==> src/rtl/snes_controller_poller_if.sv <==
// snes_controller_poller_if: pad-side bus of the SNES poller (start/data in, latch/clock/frame out)
interface snes_controller_poller_if #(parameter int NUM_BITS = 16);
  logic                start;
  logic                data_in;
  logic                latch_out;
  logic                clk_out;
  logic [NUM_BITS-1:0] frame;
  logic                frame_valid;
  logic                busy;
  modport master (input start, data_in, output latch_out, clk_out, frame, frame_valid, busy);
  modport slave (output start, data_in, input latch_out, clk_out, frame, frame_valid, busy);
endinterface

==> src/rtl/snes_controller_poller.sv <==
// snes_controller_poller: console-side (S)NES pad poller producing one NUM_BITS frame per start
// Ports: clk, rst (sync, active high); bus.master carries start, data_in (async pad data),
// latch_out, clk_out (idles high), frame (first bit in MSB), frame_valid (1-cycle pulse), busy.
module snes_controller_poller #(
  parameter int NUM_BITS     = 16,
  parameter int CLK_DIV      = 300,
  parameter int LATCH_CYCLES = 600
) (
  input logic                        clk,
  input logic                        rst,
  snes_controller_poller_if.master   bus
);
  localparam int CMAX = LATCH_CYCLES > CLK_DIV ? LATCH_CYCLES : CLK_DIV;
  localparam int CW   = $clog2(CMAX + 1);
  localparam int BW   = $clog2(NUM_BITS + 1);
  typedef enum logic [2:0] {IDLE, LATCH, GAP, CLK_LOW, CLK_HIGH, DONE} state_t;
  state_t              r_state;
  logic [CW-1:0]       r_cnt;
  logic [BW-1:0]       r_bit;
  logic [NUM_BITS-1:0] r_shift;
  logic [NUM_BITS-1:0] r_frame;
  logic [1:0]          r_sync;
  logic                r_latch;
  logic                r_clk;
  logic                r_valid;
  logic                r_busy;
  logic                w_lat_end;
  logic                w_div_end;
  logic                w_last_bit;
  assign w_lat_end  = r_cnt == CW'(LATCH_CYCLES - 1);
  assign w_div_end  = r_cnt == CW'(CLK_DIV - 1);
  assign w_last_bit = r_bit == BW'(NUM_BITS - 1);
  always_ff @(posedge clk) begin
    if (rst) begin
      r_state <= IDLE;
      r_cnt   <= '0;
      r_bit   <= '0;
      r_shift <= '1;
      r_frame <= '1;
      r_sync  <= 2'b11;
      r_latch <= 1'b0;
      r_clk   <= 1'b1;
      r_valid <= 1'b0;
      r_busy  <= 1'b0;
    end else begin
      r_sync  <= {r_sync[0], bus.data_in};
      r_valid <= 1'b0;
      r_cnt   <= r_cnt + 1'b1;
      case (r_state)
        IDLE: begin
          r_cnt <= '0;
          if (bus.start) begin
            r_state <= LATCH;
            r_latch <= 1'b1;
            r_busy  <= 1'b1;
            r_bit   <= '0;
          end
        end
        LATCH: if (w_lat_end) begin
          r_state <= GAP;
          r_latch <= 1'b0;
          r_cnt   <= '0;
        end
        GAP: if (w_div_end) begin
          r_state <= CLK_LOW;
          r_clk   <= 1'b0;
          r_cnt   <= '0;
        end
        // sample on the last low cycle, just before the pad sees the rising edge
        CLK_LOW: if (w_div_end) begin
          r_state <= CLK_HIGH;
          r_clk   <= 1'b1;
          r_cnt   <= '0;
          r_shift <= {r_shift[NUM_BITS-2:0], r_sync[1]};
        end
        CLK_HIGH: if (w_div_end) begin
          r_cnt <= '0;
          r_bit <= r_bit + 1'b1;
          if (w_last_bit) begin
            r_state <= DONE;
            r_frame <= r_shift;
            r_valid <= 1'b1;
          end else begin
            r_state <= CLK_LOW;
            r_clk   <= 1'b0;
          end
        end
        DONE: begin
          r_state <= IDLE;
          r_busy  <= 1'b0;
          r_cnt   <= '0;
        end
        default: r_state <= IDLE;
      endcase
    end
  end
  assign bus.latch_out   = r_latch;
  assign bus.clk_out     = r_clk;
  assign bus.frame       = r_frame;
  assign bus.frame_valid = r_valid;
  assign bus.busy        = r_busy;
endmodule
==> src/flat_wrapper.sv <==
// flat-port wrapper written by rule: the top's interface ports become plain ports
module snes_controller_poller_flat 
#(
  parameter int NUM_BITS     = 16,
  parameter int CLK_DIV      = 300,
  parameter int LATCH_CYCLES = 600
)
  (clk, rst, bus_start, bus_data_in, bus_latch_out, bus_clk_out, bus_frame, bus_frame_valid, bus_busy);
  snes_controller_poller_if #(.NUM_BITS(NUM_BITS)) bus_i ();
  input logic clk;
  input logic rst;
  input wire logic [$bits(bus_i.start)-1:0] bus_start;
  input wire logic [$bits(bus_i.data_in)-1:0] bus_data_in;
  output wire logic [$bits(bus_i.latch_out)-1:0] bus_latch_out;
  output wire logic [$bits(bus_i.clk_out)-1:0] bus_clk_out;
  output wire logic [$bits(bus_i.frame)-1:0] bus_frame;
  output wire logic [$bits(bus_i.frame_valid)-1:0] bus_frame_valid;
  output wire logic [$bits(bus_i.busy)-1:0] bus_busy;
  assign bus_i.start = bus_start;
  assign bus_i.data_in = bus_data_in;
  assign bus_latch_out = bus_i.latch_out;
  assign bus_clk_out = bus_i.clk_out;
  assign bus_frame = bus_i.frame;
  assign bus_frame_valid = bus_i.frame_valid;
  assign bus_busy = bus_i.busy;
  snes_controller_poller #(.NUM_BITS(NUM_BITS), .CLK_DIV(CLK_DIV), .LATCH_CYCLES(LATCH_CYCLES)) u_core (.clk(clk), .rst(rst), .bus(bus_i));
endmodule
==> config.mk <==
export PLATFORM = sky130hd
export DESIGN_NAME = snes_controller_poller_flat
export DESIGN_NICKNAME = d
export VERILOG_FILES = /design/src/rtl/snes_controller_poller_if.sv /design/src/rtl/snes_controller_poller.sv /design/src/flat_wrapper.sv
export SDC_FILE = /design/constraint.sdc
export NUM_CORES = 1
export LEC_CHECK = 0
export ABC_AREA = 1
export BUFFER_PORTS_ARGS = -buffer_cell sky130_fd_sc_hd__buf_2
export CAP_MARGIN = 10
export CORE_ASPECT_RATIO = 1.75
export CORE_UTILIZATION = 39
export CTS_BUF_LIST = sky130_fd_sc_hd__clkbuf_4
export DETAILED_ROUTE_END_ITERATION = 8
export PLACE_DENSITY = 0.61
export SLEW_MARGIN = 20
export SYNTH_ARGS = -nofsm -noshare
export SYNTH_HDL_FRONTEND = slang
export SYNTH_SLANG_ARGS = --single-unit
==> constraint.sdc <==
create_clock -name clk -period 2.9 [get_ports clk]
set_input_delay 0.58 -clock clk [delete_from_list [all_inputs] [get_ports clk]]
set_output_delay 0.58 -clock clk [all_outputs]
set_load 0.005 [all_outputs]
== After elaboration in Yosys (flattened, before gate mapping) ==
Cells that the tools add are included.
W data, S select, Z words.
Storage, ports and cells
  register bits: 56
  bits in latches: 0
  bits in writable memories: 0
  ROM bits: 0
  bits of input ports: 4
  output and inout bits: 20
  word-level logic and storage cells: 66
  memories kept: 0
Cells by class
  $add $sub $neg: 2
  multipliers: 0
  div/mod/pow operators: 0
  order comparisons: 0
  eq/ne operators: 14
  shift operators: 0
  mux-type cells: 23
  bitwise operators: 2
  reduce and logical (&&, ||, !) cells: 15
Operators by type and width (number)
  $pmux W10 S3: 1
  $mux W10: 2
  $mux W3: 6
  $pmux W3 S5: 1
  $add A10 B1 Y10 const B: 1
  $eq A10 B10 Y1 const B: 1
  $eq A10 B9 Y1 const B: 1
  $mux W5: 2
  $pmux W5 S2: 1
  $reduce_and A5 Y1: 2
  $reduce_and A3 Y1: 3
  $ne A2 B1 Y1 const B: 4
  $mux W1: 7
  $eq A3 B2 Y1 const B: 2
  $eq A3 B3 Y1 const B: 2
  $reduce_bool A2 Y1: 3
  $reduce_or A3 Y1: 2
  $add A5 B1 Y5 const B: 1
  $eq A5 B4 Y1 const B: 1
  $ne A2 B2 Y1 const B: 2
  $pmux W1 S2: 2
  $reduce_and A2 Y1: 2
  $eq A3 B1 Y1 const B: 1
  $logic_not A3 Y1: 1
  other kinds (4): 5

== Depth between registers and ports, before layout ==
Gate-level depths: netlist of run 1.
  depth in word-level cells: 4
  gate-level depth with buffers: 10
  mapped depth without buffers: 10

== Worst setup path after synthesis of run 1 ==
Ideal clock, no wire load.
  path kind: reg2reg
  start: register u_core.r_cnt[0]
  end: register u_core.r_frame[12], in the netlist u_core.bus.frame[12]
  library setup time: 0.143 ns
  arrival time: 1.276 ns
  data required time: 2.757 ns
  slack: 1.480 ns
  cell stages (with the launch flop): 10
  path buffers: 1
  period minus slack after synthesis: 1.420 ns
  cells stage by stage: dfxtp_1 ha_1 nand2_1 nor2_4 nand4_2 nor2_4 nand2_4 buf_6 nand2_2 o211ai_2
On the way
  cells in the longest elaborated chain, start to end: 2
RTL lines
  start, declared: line snes_controller_poller.sv:18  | logic [CW-1:0] r_cnt;
  start signal, assigned: line snes_controller_poller.sv:48  | r_cnt <= r_cnt + 1'b1;
  $eq A10 B9 Y1: line snes_controller_poller.sv:31  | assign w_div_end = r_cnt == CW'(CLK_DIV - 1);
  $reduce_and A3 Y1 (no line)
  end signal, assigned: line snes_controller_poller.sv:81  | r_frame <= r_shift;
  end, declared: line snes_controller_poller.sv:21  | logic [NUM_BITS-1:0] r_frame;
Every way passes these cells.
A chain may end at the register's enable or synchronous reset.

== Worst setup path in the final report of run 1 ==
  start: register u_core.r_cnt[0]
  end: register u_core.r_shift[14]
On the way
  cells in the longest elaborated chain, start to end: 2
RTL lines
  $eq A10 B9 Y1: line snes_controller_poller.sv:31
  $reduce_and A2 Y1 (no line)
  end signal, assigned: line snes_controller_poller.sv:74  | r_shift <= {r_shift[NUM_BITS-2:0], r_sync[1]};
  end, declared: line snes_controller_poller.sv:20  | logic [NUM_BITS-1:0] r_shift;
Every way passes these cells.

==> summary.txt, run 1 <==
STA
  – Minimum clock period after layout: about 1.9 ns
  – Unrepaired setup endpoints after global routing: false
  – Final worst path period share: 0.654
  – Rel. slew slack: 0.613
  – Setup tns final: 0 ns
  – Worst Hold Slack: 0.403 ns
  – Setup Skew: 0.0135 ns
  – Worst-margin pin slew: 0.579 ns
  – Setup violators final: 0
  – Max Clk Rate: ~0.53 GHz
  – Final Hold Viols: 0
  – Max-slew violations: 0

Detailed routing
  – Avg WL per Cell: around 12 um
  – Drt pass-1 iters: 4
  – Iter 0 DRT Violations: 111
  – Via count: between 1,500 and 2,000
  – WL final: 4520 um
  – DRC viols: 0
  – Via-to-Cell Ratio: about 5
  – Antenna viol nets, final: 0

Logic synthesis
  – Syn Inst Count: about 290
  – Syn Nets: 293
  – Primary FF master, synth: dfxtp_1
  – Sequential cell area fraction in the yosys report: 0.466
  – Avg Inst Size Synth: between 8 and 9 um^2
  – FFs w/ async S/R, synth: 0
  – Number of synthesized flops with an enable pin: 0
  – Yosys warning total: 0
  – Cell variety after synth: 30
  – Yosys top cell area share: 0.466
  – Area leader, netlist: dfxtp_1
  – Seq cells post-synth: 56
  – Mapped cell area: between 2000 and 2500 um^2
  – Ranking of synthesized cells by area: dfxtp_1 47%, nand2_1 8.4%, o211ai_2 7.8%

Setup path
  – Worst setup EP type: flip-flop
  – Setup crit start kind: flip-flop
  – WP data arrival: around 2.2 ns
  – Required time of the critical path: 3.18 ns
  – Setup CP Type: reg -> reg
  – Critical path peak fanout: 32

Pwr
  – Peak VDD IR: 244 uV
  – Static leakage: 1.28 nW
  – Final Power: about 0.0016 W
  – Power per cell area: between 600 and 700 nW/um^2

Worst hold path
  – Hold crit path type: in -> reg

CTS
  – Clock Pin Slew Worst Setup and Hold Paths: roughly 0.15 ns
  – CTS resizes: 0
  – Postcts setup bufs: 0
  – Clk Latency, worst-skew pair: between 0.3 and 0.4 ns
  – Root buf cell: clkbuf_4
  – Inserted Clock Buffers: 5
  – Htree depth: 2
  – Num Clock Sinks: 56
  – CTS tree: built
  – CTS max path bufs: 2
  – CTS Hold Bufs: 0

Global route
  – Number of global-route vias before repair: 1,690
  – Initial antenna violation count: 0
  – Overflow after GRT: 0
  – Total track usage: 0.149
  – First-pass GRT wire length: roughly 7400 um
  – Largest net degree at the start of global routing: 40

Cells and area
  – Share of layout cells above drive strength 1: 0.223
  – Diode count: 0
  – Fill count: between 600 and 700
  – Nets@finish: 311
  – Register area: around 1100 um^2
  – Footprint of the multi-input gates: approximately 1100 um^2
  – Synth-to-layout area growth: 8.43%

Placed design
  – I/O Buffers: 23
  – Placer congestion estimate: approximately 0.83
  – HPWL after DPL: 3210 um

Run status
  – Run status: completed

Floorplanning
  – DIE AREA: about 6500 um^2
  – Die Y: between 100 and 150 um
  – CORE AREA: just under 6000 um^2
  – I/O pin total: 24
  – Die X-Extent: 61.4 um
  – Cell Rows: 37
  – Initial Util: 0.406

Job
  – Max-cap violations: 0
## critical path, stage by stage (launching register included)
cell	delay, ns
dfxtp_1	0.39
ha_1	0.20
nand2_1	0.09
nor2_4	0.09
inv_1	0.05
nor2_2	0.15
nand3_2	0.47
o211ai_1	0.37
## metal layers
layer  vias to the layer above  GRT usage  share of wire
met5                         -          0              0
met4                         0     0.0778          0.026
met3                        11     0.0270          0.021
met2                        31      0.258           0.52
met1                       857      0.164           0.43
li1                        966          -              -
## report_power, final
group,internal (W),leakage [nW],switching [W]
clock network,0.000107,0.0319,0.000239
registers,0.000822,0.455,0.0000616
logic,0.000122,0.797,0.000252
## final cells by class
cell class | count | share of cell area
Clock buffer | 6 | 0.0173
Tap cell | 78 | 0.0374
Timing Repair Buffer | 24 | 0.0470
Multi-Input combinational cell | 182 | 0.412
Inverter | 35 | 0.0504
Sequential cell | 56 | 0.430
Clock inverter | 2 | 0.00624
## per-stage QoR
stage               instance area [um^2]  worst slack [ns]  instances   util
CTS                                 2610             0.972        383  0.440
floorplan                           2400              1.48        286      -
finish                              2610              1.00        383  0.440
global placement                    2550              1.13        375  0.430
detailed placement                  2550              1.01        375  0.430
global route                        2610             0.778        383  0.440
## sequential cells by signal (all words and copies together) (netlist names), 2 cells and up
name	flops
u_core.r_cnt	10
u_core.r_sync	2
u_core.r_state	3
u_core.r_bit	5
u_core.r_shift	16
u_core.bus.frame	16
## path summary, 6_finish.rpt
| kind | from | cells past startpoint | slack [ns] | end |
|---|---|---|---|---|
| setup reg to reg | u_core.r_cnt[0] | 7 | 1.00 | u_core.r_shift[14] |
| setup / recovery | u_core.r_cnt[0] | 7 | 1.00 | u_core.r_shift[14] |
| hold reg to reg | u_core.r_sync[0] | 1 | 0.45 | u_core.r_sync[1] |
| hold / removal | bus_data_in | 2 | 0.40 | u_core.r_sync[0] |
## synth_stat cells (2+ instances only)
library cell and n:
dfxtp_1 56, nand3_1 15, buf_6 3, nor2_2 4
o21ai_0 3, or2_2 2, nor2_1 33, nor2_4 2
clkbuf_1 4, xor2_1 5, inv_1 32, xnor2_1 2
nor3_1 3, buf_2 6, nand4_1 2, o211ai_2 15
nand2_1 54, ha_1 3, a21oi_1 7, o211ai_1 18
nand3_2 2, nand2_2 5, inv_2 3
## cell usage in the layout, fill, tap and decap left out, drive strengths merged
master / count
xnor2: 2
o31ai: 1
buf: 24
nor2: 39
o211ai: 33
nand4: 3
a22oi: 1
and3: 1
clkinvlp: 1
nand3: 17
ha: 3
a21oi: 7
inv: 35
nor3: 4
dfxtp: 56
o21ai: 3
o22ai: 1
clkinv: 1
or2: 2
nand2: 60
xor2: 5
clkbuf: 6
## cells by family (layout without fill, tap and decap cells)
kind of cell	after synthesis	count (layout)	synth area share
AO/OA/AOI/OAI	46	46	0.164
XOR/XNOR	7	7	0.0255
adder cells (fa/ha/maj)	3	3	0.0156
buffers and inverters	48	67	0.0874
flip-flops	56	56	0.466
AND/OR/NAND/NOR	126	126	0.241
(Power assumes the default switching activity.)
==> run 2, diff against run 1 <==
Settings changed: PLACE_DENSITY 0.61 to 0.63.
Clock period 2.9 ns to 1.6 ns, I/O delays scaled along.
==> run 2 against run 1 <==
Hold slack lost 0.29 ns. Die area unchanged. Sequential cell count did not move. Critical path type unchanged. Critical endpoint is now u_core.r_shift[8]. Largest cell class is now multi-input gates. Largest power group unchanged.
==> summary.txt, run 2 (synthesis results as in run 1) <==
STA
  – Setup tns final: 0 ns (unchanged)
  – Fin worst setup slack: 0.0753 ns (was 1.00 ns)
  – Setup Skew: 0.0173 ns (was 0.0135 ns)
  – Setup violators final: 0 (unchanged)
  – Worst-margin pin slew: 0.424 ns (was 0.579 ns)
  – Rel. slew slack: 0.716 (was 0.613)
  – Max-slew violations: 0 (unchanged)
  – Minimum clock period after layout: 1.52 ns (was 1.90 ns)
  – Final worst path period share: 0.953 (was 0.654)
  – Max Clk Rate: 0.656 GHz (was 0.527 GHz)
  – Worst Hold Slack: 0.112 ns (was 0.403 ns)
  – Final Hold Viols: 0 (unchanged)

Setup path
  – CP Buf/Inv Count: 2 (was 1)
  – WP data arrival: 1.83 ns (was 2.17 ns)
  – Worst r2r path cells: 8 (was 7)
  – CP dominant cell by count: nor2_4
  – Required time of the critical path: 1.91 ns (was 3.18 ns)
  – Critical path peak fanout: 16 (was 32)
  – Setup crit start kind: flip-flop (unchanged)
  – Worst setup EP type: flip-flop (unchanged)
  – Cell family with most CP delay: simple AND/OR/NAND/NOR gates (unchanged)
  – Slowest stage cell on the critical path: dfxtp_2 (was nand3_2)
  – Largest stage delay on the critical path: 0.39 ns (was 0.47 ns)
  – Crit path depth: 8 (was 7)
  – Cell Chain, Critical Path: ha_4, nand2_2, nor2_4, inv_1, nor2_4, nand3_4, clkbuf_16, o211ai_1 (was ha_1, nand2_1, nor2_4, inv_1, nor2_2, nand3_2, o211ai_1)
  – Setup CP Type: reg -> reg (unchanged)

CTS
  – Root buf cell: clkbuf_4 (unchanged)
  – Inserted Clock Buffers: 5 (unchanged)
  – CTS max path bufs: 2 (unchanged)
  – Clk Latency, worst-skew pair: 0.38 ns (was 0.37 ns)
  – Clock Pin Slew Worst Setup and Hold Paths: 0.16 ns (was 0.15 ns)
  – Num Clock Sinks: 56 (unchanged)
  – CTS tree: built (unchanged)
  – Htree depth: 2 (unchanged)

Pwr
  – Static leakage: 1.41 nW (was 1.28 nW)
  – Peak VDD IR: 573 uV (was 244 uV)
  – Power per cell area: 1050 nW/um^2 (was 615 nW/um^2)

Cells and area
  – Nets@finish: 324 (was 311)
  – Most frequent cells in the layout: 54 x dfxtp_1, 51 x nand2_1, 33 x nor2_1, 32 x inv_1, 23 x buf_2 (was 56 x dfxtp_1, 54 x nand2_1, 33 x nor2_1, 32 x inv_1, 23 x buf_2)
  – Leading cell type in the layout, fill and taps excluded: dfxtp_1 (unchanged)
  – Synth-to-layout area growth: 18.8% (was 8.43%)
  – Util after Layout: 0.482 (was 0.440)
  – Share of layout cells above drive strength 1: 0.280 (was 0.223)
  – Diode count: 0 (unchanged)

Detailed routing
  – Via-to-Cell Ratio: 4.90 (was 4.87)
  – Iter 0 DRT Violations: 93 (was 111)
  – Drt pass-1 iters: 4 (unchanged)
  – Avg WL per Cell: 12.2 um (was 11.8 um)
  – Via count: 1,941 (was 1,865)
  – DRC viols: 0 (unchanged)
  – WL final: 4830 um (was 4520 um)
  – Antenna viol nets, final: 0 (unchanged)

Worst hold path
  – Hold crit path type: in -> reg (unchanged)
  – Cell count of the worst hold path: 2 (unchanged)

Floorplanning
  – Die X-Extent: 61.4 um (unchanged)
  – Initial Util: 0.406 (unchanged)
  – Cell Rows: 37 (unchanged)
  – CORE AREA: 5930 um^2 (unchanged)
  – I/O pin total: 24 (unchanged)
  – DIE AREA: 6500 um^2 (unchanged)
  – Die Y: 106 um (unchanged)

Placed design
  – Dpl ws: -0.0376 ns (was 1.01 ns)
  – Placer congestion estimate: 0.807 (was 0.833)
  – HPWL after DPL: 3320 um (was 3210 um)
  – I/O Buffers: 23 (unchanged)

Global route
  – Largest net degree at the start of global routing: 38 (was 40)
  – Total track usage: 0.148 (was 0.149)
  – Number of global-route vias before repair: 1,742 (was 1,690)
  – Initial antenna violation count: 0 (unchanged)
  – Overflow after GRT: 0 (unchanged)
  – First-pass GRT wire length: 7390 um (was 7370 um)

Run status
  – Run status: completed (unchanged)

Job
  – Max-cap violations: 0 (unchanged)
-- run 2: changes by cell type in the layout (fill, tap and decap cells not counted), moves of 2 or more --
cell       change
nand2_1        -3
buf_4          +7
dfxtp_1        -2
nand2_4        +2
buf_12         +4
ha_1           -2
nand3_4        +2
dfxtp_2        +2
clkbuf_16      +2
-- run 2: metal layers --
metal  up-vias  wire length, um  GRT usage
met1       909             2060      0.160
met4         0               98     0.0587
li1        997                -          -
met5         -                0          0
met3         8               97     0.0258
met2        27             2570      0.269
-- run 2: layout make-up --
class / instances / area [um^2]
well taps: 78 / 97.6
clock inverters: 3 / 22.5
clock buffers: 5 / 37.5
inverters: 35 / 131
flip-flops and latches: 56 / 1120
repair buffers: 37 / 305
multi-input cells: 182 / 1140
fillers: 614 / 3070
-- run 2: per-stage QoR --
step / total power [W] / instances / area (um^2)
floorplan: 0.00215 / 286 / 2400
global placement: 0.00231 / 382 / 2650
detailed placement: 0.00233 / 382 / 2650
CTS: 0.00297 / 390 / 2710
global route: 0.00321 / 396 / 2860
finish: 0.00301 / 396 / 2860
-- run 2: worst paths after layout --
kind / from / end / slack [ns]
worst max register to register: u_core.r_cnt[0] / u_core.r_shift[8] / 0.08
worst min-delay path: bus_data_in / u_core.r_sync[0] / 0.11
worst min register to register: u_core.r_sync[0] / u_core.r_sync[1] / 0.43
worst max-delay path: u_core.r_cnt[0] / u_core.r_shift[8] / 0.08
-- run 2: worst register-to-register path, cell delays in order, from the launching register on --
cell and delay (ns):
dfxtp_2 0.39, ha_4 0.15, nand2_2 0.06, nor2_4 0.14
inv_1 0.08, nor2_4 0.15, nand3_4 0.12, clkbuf_16 0.21
o211ai_1 0.17
-- run 2: repair_timing --
item / in CTS / in global routing
buffers inserted: 0 / 4
pin swaps: 0 / 5
setup endpoints to repair: 2 / 49
gates cloned: 0 / 2
gates resized for setup: 1 / 14
endpoints found under the hold margin: 0 / 0
hold buffers: 0 / 0
-- run 2: power breakdown --
group          internal (W)  total, W  switching [W]
logic              0.000270  0.000766       0.000496
clock network      0.000179  0.000633       0.000455
registers           0.00149   0.00161       0.000115
